--- src/rtl/scan_test_ctrl.sv ---
// ---------------------------------------------------------------------------
// scan_test_ctrl
//   Sequencer for a single scan chain. A start request loads a pattern
//   through SI with TM high, drops TM for a functional capture window, then
//   shifts the chain back out through SO. The unloaded contents are compared
//   against an expected vector under a care mask, and the result is reported.
//
// Ports
//   clk, rst            clock, asynchronous active-high reset
//   start, abort        run request (ignored while busy), test termination
//   pattern_in          load vector, bit i lands at chain position i
//   expect_in, mask_in  expected unload vector and care mask (1 = compare)
//   tm, si, so          DUT test-mode select, scan input, scan output
//   busy, done          test in progress, one-cycle completion pulse
//   pass, fail_count    result of last completed test, mismatching care bits
//   captured            unloaded chain contents, indexed by chain position
// ---------------------------------------------------------------------------
module scan_test_ctrl #(
  parameter int CHAIN_LEN      = 25,
  parameter int CAPTURE_CYCLES = 1,
  parameter int SO_LAT         = 1,
  parameter int CNT_W          = 8
) (
  input  logic                 clk,
  input  logic                 rst,
  input  logic                 start,
  input  logic                 abort,
  input  logic [CHAIN_LEN-1:0] pattern_in,
  input  logic [CHAIN_LEN-1:0] expect_in,
  input  logic [CHAIN_LEN-1:0] mask_in,
  output logic                 tm,
  output logic                 si,
  input  logic                 so,
  output logic                 busy,
  output logic                 done,
  output logic                 pass,
  output logic [CNT_W-1:0]     fail_count,
  output logic [CHAIN_LEN-1:0] captured
);

  localparam logic [2:0] S_IDLE    = 3'd0;
  localparam logic [2:0] S_LOAD    = 3'd1;
  localparam logic [2:0] S_CAPTURE = 3'd2;
  localparam logic [2:0] S_UNLOAD  = 3'd3;
  localparam logic [2:0] S_COMPARE = 3'd4;
  localparam logic [2:0] S_DONE    = 3'd5;

  localparam int UNL_LEN = CHAIN_LEN + SO_LAT;
  localparam int CNT_MAX = (1 << CNT_W) - 1;

  localparam logic [CNT_W-1:0] LOAD_LAST = CNT_W'(CHAIN_LEN - 1);
  localparam logic [CNT_W-1:0] CAP_LAST  = CNT_W'(CAPTURE_CYCLES - 1);
  localparam logic [CNT_W-1:0] UNL_LAST  = CNT_W'(UNL_LEN - 1);

  // Parameter sanity: the counter must never wrap inside a phase.
  if (CHAIN_LEN < 2) begin : g_bad_chain_len
    $error("scan_test_ctrl: CHAIN_LEN must be at least 2");
  end
  if (CAPTURE_CYCLES < 1) begin : g_bad_capture
    $error("scan_test_ctrl: CAPTURE_CYCLES must be at least 1");
  end
  if (SO_LAT < 0 || SO_LAT > 3) begin : g_bad_so_lat
    $error("scan_test_ctrl: SO_LAT must be in 0..3");
  end
  if (UNL_LEN > CNT_MAX || CAPTURE_CYCLES > CNT_MAX) begin : g_bad_cnt_w
    $error("scan_test_ctrl: CNT_W too narrow for CHAIN_LEN+SO_LAT or CAPTURE_CYCLES");
  end

  // Population count of the mismatch vector, saturated to the counter width.
  function automatic logic [CNT_W-1:0] sat_popcount(input logic [CHAIN_LEN-1:0] v);
    int n;
    n = 0;
    for (int i = 0; i < CHAIN_LEN; i++) begin
      if (v[i]) n++;
    end
    if (n > CNT_MAX) return '1;
    return CNT_W'(n);
  endfunction

  logic [2:0]           state;
  logic [CNT_W-1:0]     cnt;
  // Pattern bits still to be shifted; bit CHAIN_LEN-1 goes out on the start edge.
  logic [CHAIN_LEN-2:0] pat_sh;
  logic [CHAIN_LEN-1:0] exp_sh;
  logic [CHAIN_LEN-1:0] mask_sh;
  // Unload shadow is SO_LAT bits wider than the chain: the flush samples
  // taken while the SO pipeline drains end up in the top bits and are dropped.
  logic [UNL_LEN-1:0]   cap_sh;
  logic [CHAIN_LEN-1:0] miscmp;

  assign miscmp = (cap_sh[CHAIN_LEN-1:0] ^ exp_sh) & mask_sh;

  always_ff @(posedge clk or posedge rst) begin
    if (rst) begin
      state      <= S_IDLE;
      cnt        <= '0;
      pat_sh     <= '0;
      exp_sh     <= '0;
      mask_sh    <= '0;
      cap_sh     <= '0;
      tm         <= 1'b0;
      si         <= 1'b0;
      busy       <= 1'b0;
      done       <= 1'b0;
      pass       <= 1'b0;
      fail_count <= '0;
      captured   <= '0;
    end else begin
      done <= 1'b0;
      if (state != S_IDLE && abort) begin
        // Abort leaves pass/fail_count/captured untouched: results are only
        // published on the COMPARE edge.
        state <= S_IDLE;
        cnt   <= '0;
        tm    <= 1'b0;
        si    <= 1'b0;
        busy  <= 1'b0;
      end else begin
        case (state)
          S_IDLE: begin
            tm <= 1'b0;
            si <= 1'b0;
            if (start && !abort) begin
              pat_sh  <= pattern_in[CHAIN_LEN-2:0];
              exp_sh  <= expect_in;
              mask_sh <= mask_in;
              cap_sh  <= '0;
              cnt     <= '0;
              state   <= S_LOAD;
              tm      <= 1'b1;
              si      <= pattern_in[CHAIN_LEN-1];
              busy    <= 1'b1;
            end
          end

          // ---- load: shift pattern MSB-first into the chain ----
          S_LOAD: begin
            pat_sh <= pat_sh << 1;
            if (cnt == LOAD_LAST) begin
              state <= S_CAPTURE;
              cnt   <= '0;
              tm    <= 1'b0;
              si    <= 1'b0;
            end else begin
              cnt <= cnt + CNT_W'(1);
              si  <= pat_sh[CHAIN_LEN-2];
            end
          end

          // ---- capture: functional window with tm low ----
          S_CAPTURE: begin
            if (cnt == CAP_LAST) begin
              state <= S_UNLOAD;
              cnt   <= '0;
              tm    <= 1'b1;
            end else begin
              cnt <= cnt + CNT_W'(1);
            end
          end

          // ---- unload: chain tail first, lands at the top of the shadow ----
          S_UNLOAD: begin
            cap_sh <= (cap_sh << 1) | UNL_LEN'(so);
            if (cnt == UNL_LAST) begin
              state <= S_COMPARE;
              cnt   <= '0;
              tm    <= 1'b0;
            end else begin
              cnt <= cnt + CNT_W'(1);
            end
          end

          // ---- compare: publish results ----
          S_COMPARE: begin
            captured   <= cap_sh[CHAIN_LEN-1:0];
            fail_count <= sat_popcount(miscmp);
            pass       <= (miscmp == '0);
            done       <= 1'b1;
            state      <= S_DONE;
          end

          S_DONE: begin
            busy  <= 1'b0;
            state <= S_IDLE;
          end

          default: begin
            state <= S_IDLE;
            cnt   <= '0;
            tm    <= 1'b0;
            si    <= 1'b0;
            busy  <= 1'b0;
          end
        endcase
      end
    end
  end

endmodule

--- config.mk ---
export PLATFORM = sky130hd
export DESIGN_NAME = scan_test_ctrl
export DESIGN_NICKNAME = d
export VERILOG_FILES = /design/src/rtl/scan_test_ctrl.sv
export SDC_FILE = /design/constraint.sdc
export NUM_CORES = 1
export LEC_CHECK = 0
export ABC_AREA = 0
export CORE_ASPECT_RATIO = 1.25
export CORE_UTILIZATION = 60
export CTS_CLUSTER_DIAMETER = 100
export CTS_CLUSTER_SIZE = 28
export DETAILED_ROUTE_END_ITERATION = 7
export HOLD_SLACK_MARGIN = 0.03
export PLACE_DENSITY = 0.84
export SLEW_MARGIN = 25
export SYNTH_ARGS = -nofsm -noshare
export SYNTH_HDL_FRONTEND = slang
export SYNTH_SLANG_ARGS = --single-unit
--- constraint.sdc ---
create_clock -name clk -period 30.7 [get_ports clk]
set_input_delay 4.605 -clock clk [delete_from_list [all_inputs] [get_ports clk]]
set_output_delay 4.605 -clock clk [all_outputs]
set_load 0.05 [all_outputs]
==> run metrics <==
# Post-CTS Setup Buffers=0; Ports=118; DRT antenna net count=0; crit start category=flop; top cell type's share of synthesized area=35.71%; Reg area=around 0.0037 mm2; CTS max path bufs=2; Clock Sinks=between 100 and 150; Synth area leader=dfrtp_1; worst reg-to-reg setup slack=14.39 ns; min-delay worst type=reg2reg; dpl hpwl=17.80 mm; top_reg_cell synth=dfrtp_1; Worst-path clk slew=0.06 ns; Final WS setup=14.39 ns; final slew viol count=0; Ys Warns=0; die area=0.01782 mm2; crit path to=fail_count[2]$_DFFE_PP0P_; Buf+Inv Stages, Crit Path=5; MaxCap Viol Count=0; PortBufs=between 100 and 150; first-pass GRT wire length=41.10 mm; fin crit period=16.31 ns; final net count=around 1.3k; FF+latch count, synth=148; All-Layer GR Usage=28.85%; CP dominant cell by count=ha_1; CP Capture Type=flop; CTS Buf Count=17; Initial Util=61.58%; H-tree depth=4; RD Place Congestion=0.9259; Seq/Total Area, Yosys=between 30% and 40%; Routed wire per std cell=16.74 um; R2R Path End=fail_count[2]$_DFFE_PP0P_; RSZ-0062 raised after global routing=no; fmax=~61 MHz; post-synthesis net count=1217; DRC violations left=0; CP Class=reg2reg; pre-CTS setup slack=14.68 ns; Post-CTS Hold Buffers=0; clock root cell=clkbuf_16; status=finished, final reports clean; reg2reg path depth=82; clk_lat worst skew=0.43 ns; Row Count=53; Worst-Margin Slew=0.9225 ns; area of the multi-input gates=0.006397 mm2; Max stage delay on crit path=~0.48 ns; core area=0.01684 mm2; Post-Syn Instances=1109; CTS tree=built; cts repair resizes=0; largest net degree at the start of global routing=87; Slew HR=38.12%; Final Cycle Share=around 53%; Max stage delay cell, worst path=a2111oi_0; CP Data Required Time=31.05 ns; Synth async-reset ratio=100.0%; Clock Skews=~0.011 ns; grt total ovfl=0; n_diodes=0; worst r2r src=cap_sh[0]$_DFFE_PP0P_; initial DRC count=428; WP data arrival=16.65 ns; via count=8464; layout cell share with drive strength beyond 1=11.57%; Initial DRT Pass Iterations=5; area delta synth->final=18.50%; Via density=5.882; fillcell total=1254; Cell Area, Synth=0.01037 mm2; final WL=24.09 mm; largest delay contributor family on the critical path=adder cells; final setup fails=0; initial antenna violation count=0; Post-synth EDFFs=0; setup TNS=0 ns; post-synth cell types=between 90 and 100; Worst Setup SP=cap_sh[0]$_DFFE_PP0P_; Critical Path Fanout Max=11; Avg Inst Size Synth=9.353 um2; die height=~150 um; Crit path depth=82; die width=approximately 120 um; Fin. Hold Viols=0; top cells by area, synth=dfrtp_1 (36%), nand2_1 (6.9%), mux2_2 (5.3%); vias in the first global route=8625
-- placed cells by master, fill, tap and decap left out, types with 6 or more instances in the layout --
master / netlist / layout
buf_4: 0 / 7
nand4_1: 16 / 16
ha_1: 28 / 28
dfrtp_1: 148 / 148
o21ai_0: 61 / 60
nor3b_1: 7 / 6
mux2_2: 49 / 49
a22o_1: 27 / 27
and2_1: 20 / 20
nor2b_1: 11 / 11
nor3_1: 19 / 18
inv_1: 24 / 22
nor2_1: 60 / 60
and3_1: 14 / 14
xnor2_1: 60 / 60
xnor3_1: 7 / 7
clkbuf_16: 0 / 17
o22ai_1: 6 / 6
xor2_1: 47 / 47
xnor2_4: 6 / 6
mux2i_1: 35 / 35
a21oi_1: 33 / 33
nor4_1: 7 / 7
or3_1: 7 / 7
nand3_1: 38 / 38
nand3b_1: 6 / 6
clkdlybuf4s50_1: 0 / 117
a31oi_1: 7 / 7
nand2_1: 192 / 192
-- cell usage after synthesis, drive strengths merged (11+ instances only) --
library cell / count
nand3: 39
dfrtp: 148
nor2b: 11
and2: 21
xor2: 50
nand4: 16
a21oi: 34
nor2: 63
inv: 27
nor3: 19
ha: 28
o21ai: 63
mux2: 50
mux2i: 38
xnor2: 71
a22o: 27
and3: 14
nand2: 193
clkbuf: 36
-- kinds of logic after synthesis --
group,synth area share [%]
xor gates and xnor gates,14.45
DFF,35.71
AOI/OAI and AO/OA,14.63
muxes,9.457
buffers and inverters,2.895
and+or+nand+nor,19.38
adders and majority gates,3.474
-- registers in the layout (all words and copies together) (netlist names) --
signal	count
cap_sh	25
pass	1
tm	1
done	1
captured	25
si	1
state	3
busy	1
cnt	8
fail_count	8
pat_sh	24
exp_sh	25
mask_sh	25
-- worst min-delay path by stage --
stage	start	end	slack [ns]	cells after the start
final	captured[5]$_DFFE_PP0P_	captured[5]$_DFFE_PP0P_	0.48	2
after global routing	captured[3]$_DFFE_PP0P_	captured[3]$_DFFE_PP0P_	0.51	2
after CTS	captured[5]$_DFFE_PP0P_	captured[5]$_DFFE_PP0P_	0.48	2
after detailed placement	captured[18]$_DFFE_PP0P_	captured[18]$_DFFE_PP0P_	0.47	2
after global placement	captured[19]$_DFFE_PP0P_	captured[19]$_DFFE_PP0P_	0.46	2
after floorplan	pat_sh[0]$_DFFE_PP0P_	pat_sh[0]$_DFFE_PP0P_	0.45	2
-- worst reg2reg max path, delay by kind of cell (launching register included) --
family	cells	cell delay [ns]
XOR/XNOR	1	0.16
multiplexers	5	1.22
adder cells (fa/ha/maj)	22	6.57
AO/OA/AOI/OAI	23	4.44
buffers and inverters	5	0.39
flip-flops	1	0.43
AND/OR/NAND/NOR	26	3.01
-- cell type report --
type | instances | share of cell area, %
Timing Repair Buffer | 124 | 9.955
Clock buffer | 20 | 3.797
Inverter | 27 | 0.8856
Sequential cell | 148 | 30.13
Clock inverter | 11 | 0.9467
Tap cell | 220 | 2.239
Multi-Input combinational cell | 889 | 52.05
-- through the flow --
stage	cells	utilization [%]	hold slack, ns	area, um2
floorplan	1109	-	0.4496	10370
global placement	1408	69.51	0.4580	11710
detailed placement	1408	69.51	0.4656	11710
CTS	1439	72.98	0.4831	12290
global route	1439	72.98	0.5063	12290
finish	1439	72.98	0.4803	12290
-- metal layers --
layer  up-vias  wire length (um)  track usage [%]
met5         -                 0                0
met1      4085             10440            36.27
met3        46              1243            6.575
met4         0               646            11.44
met2       197             11760            48.12
li1       4136                 -                -
Power is left out: the tool's default activity adds up to more than one toggle a clock period on the data nets, which glitch-free logic cannot reach.
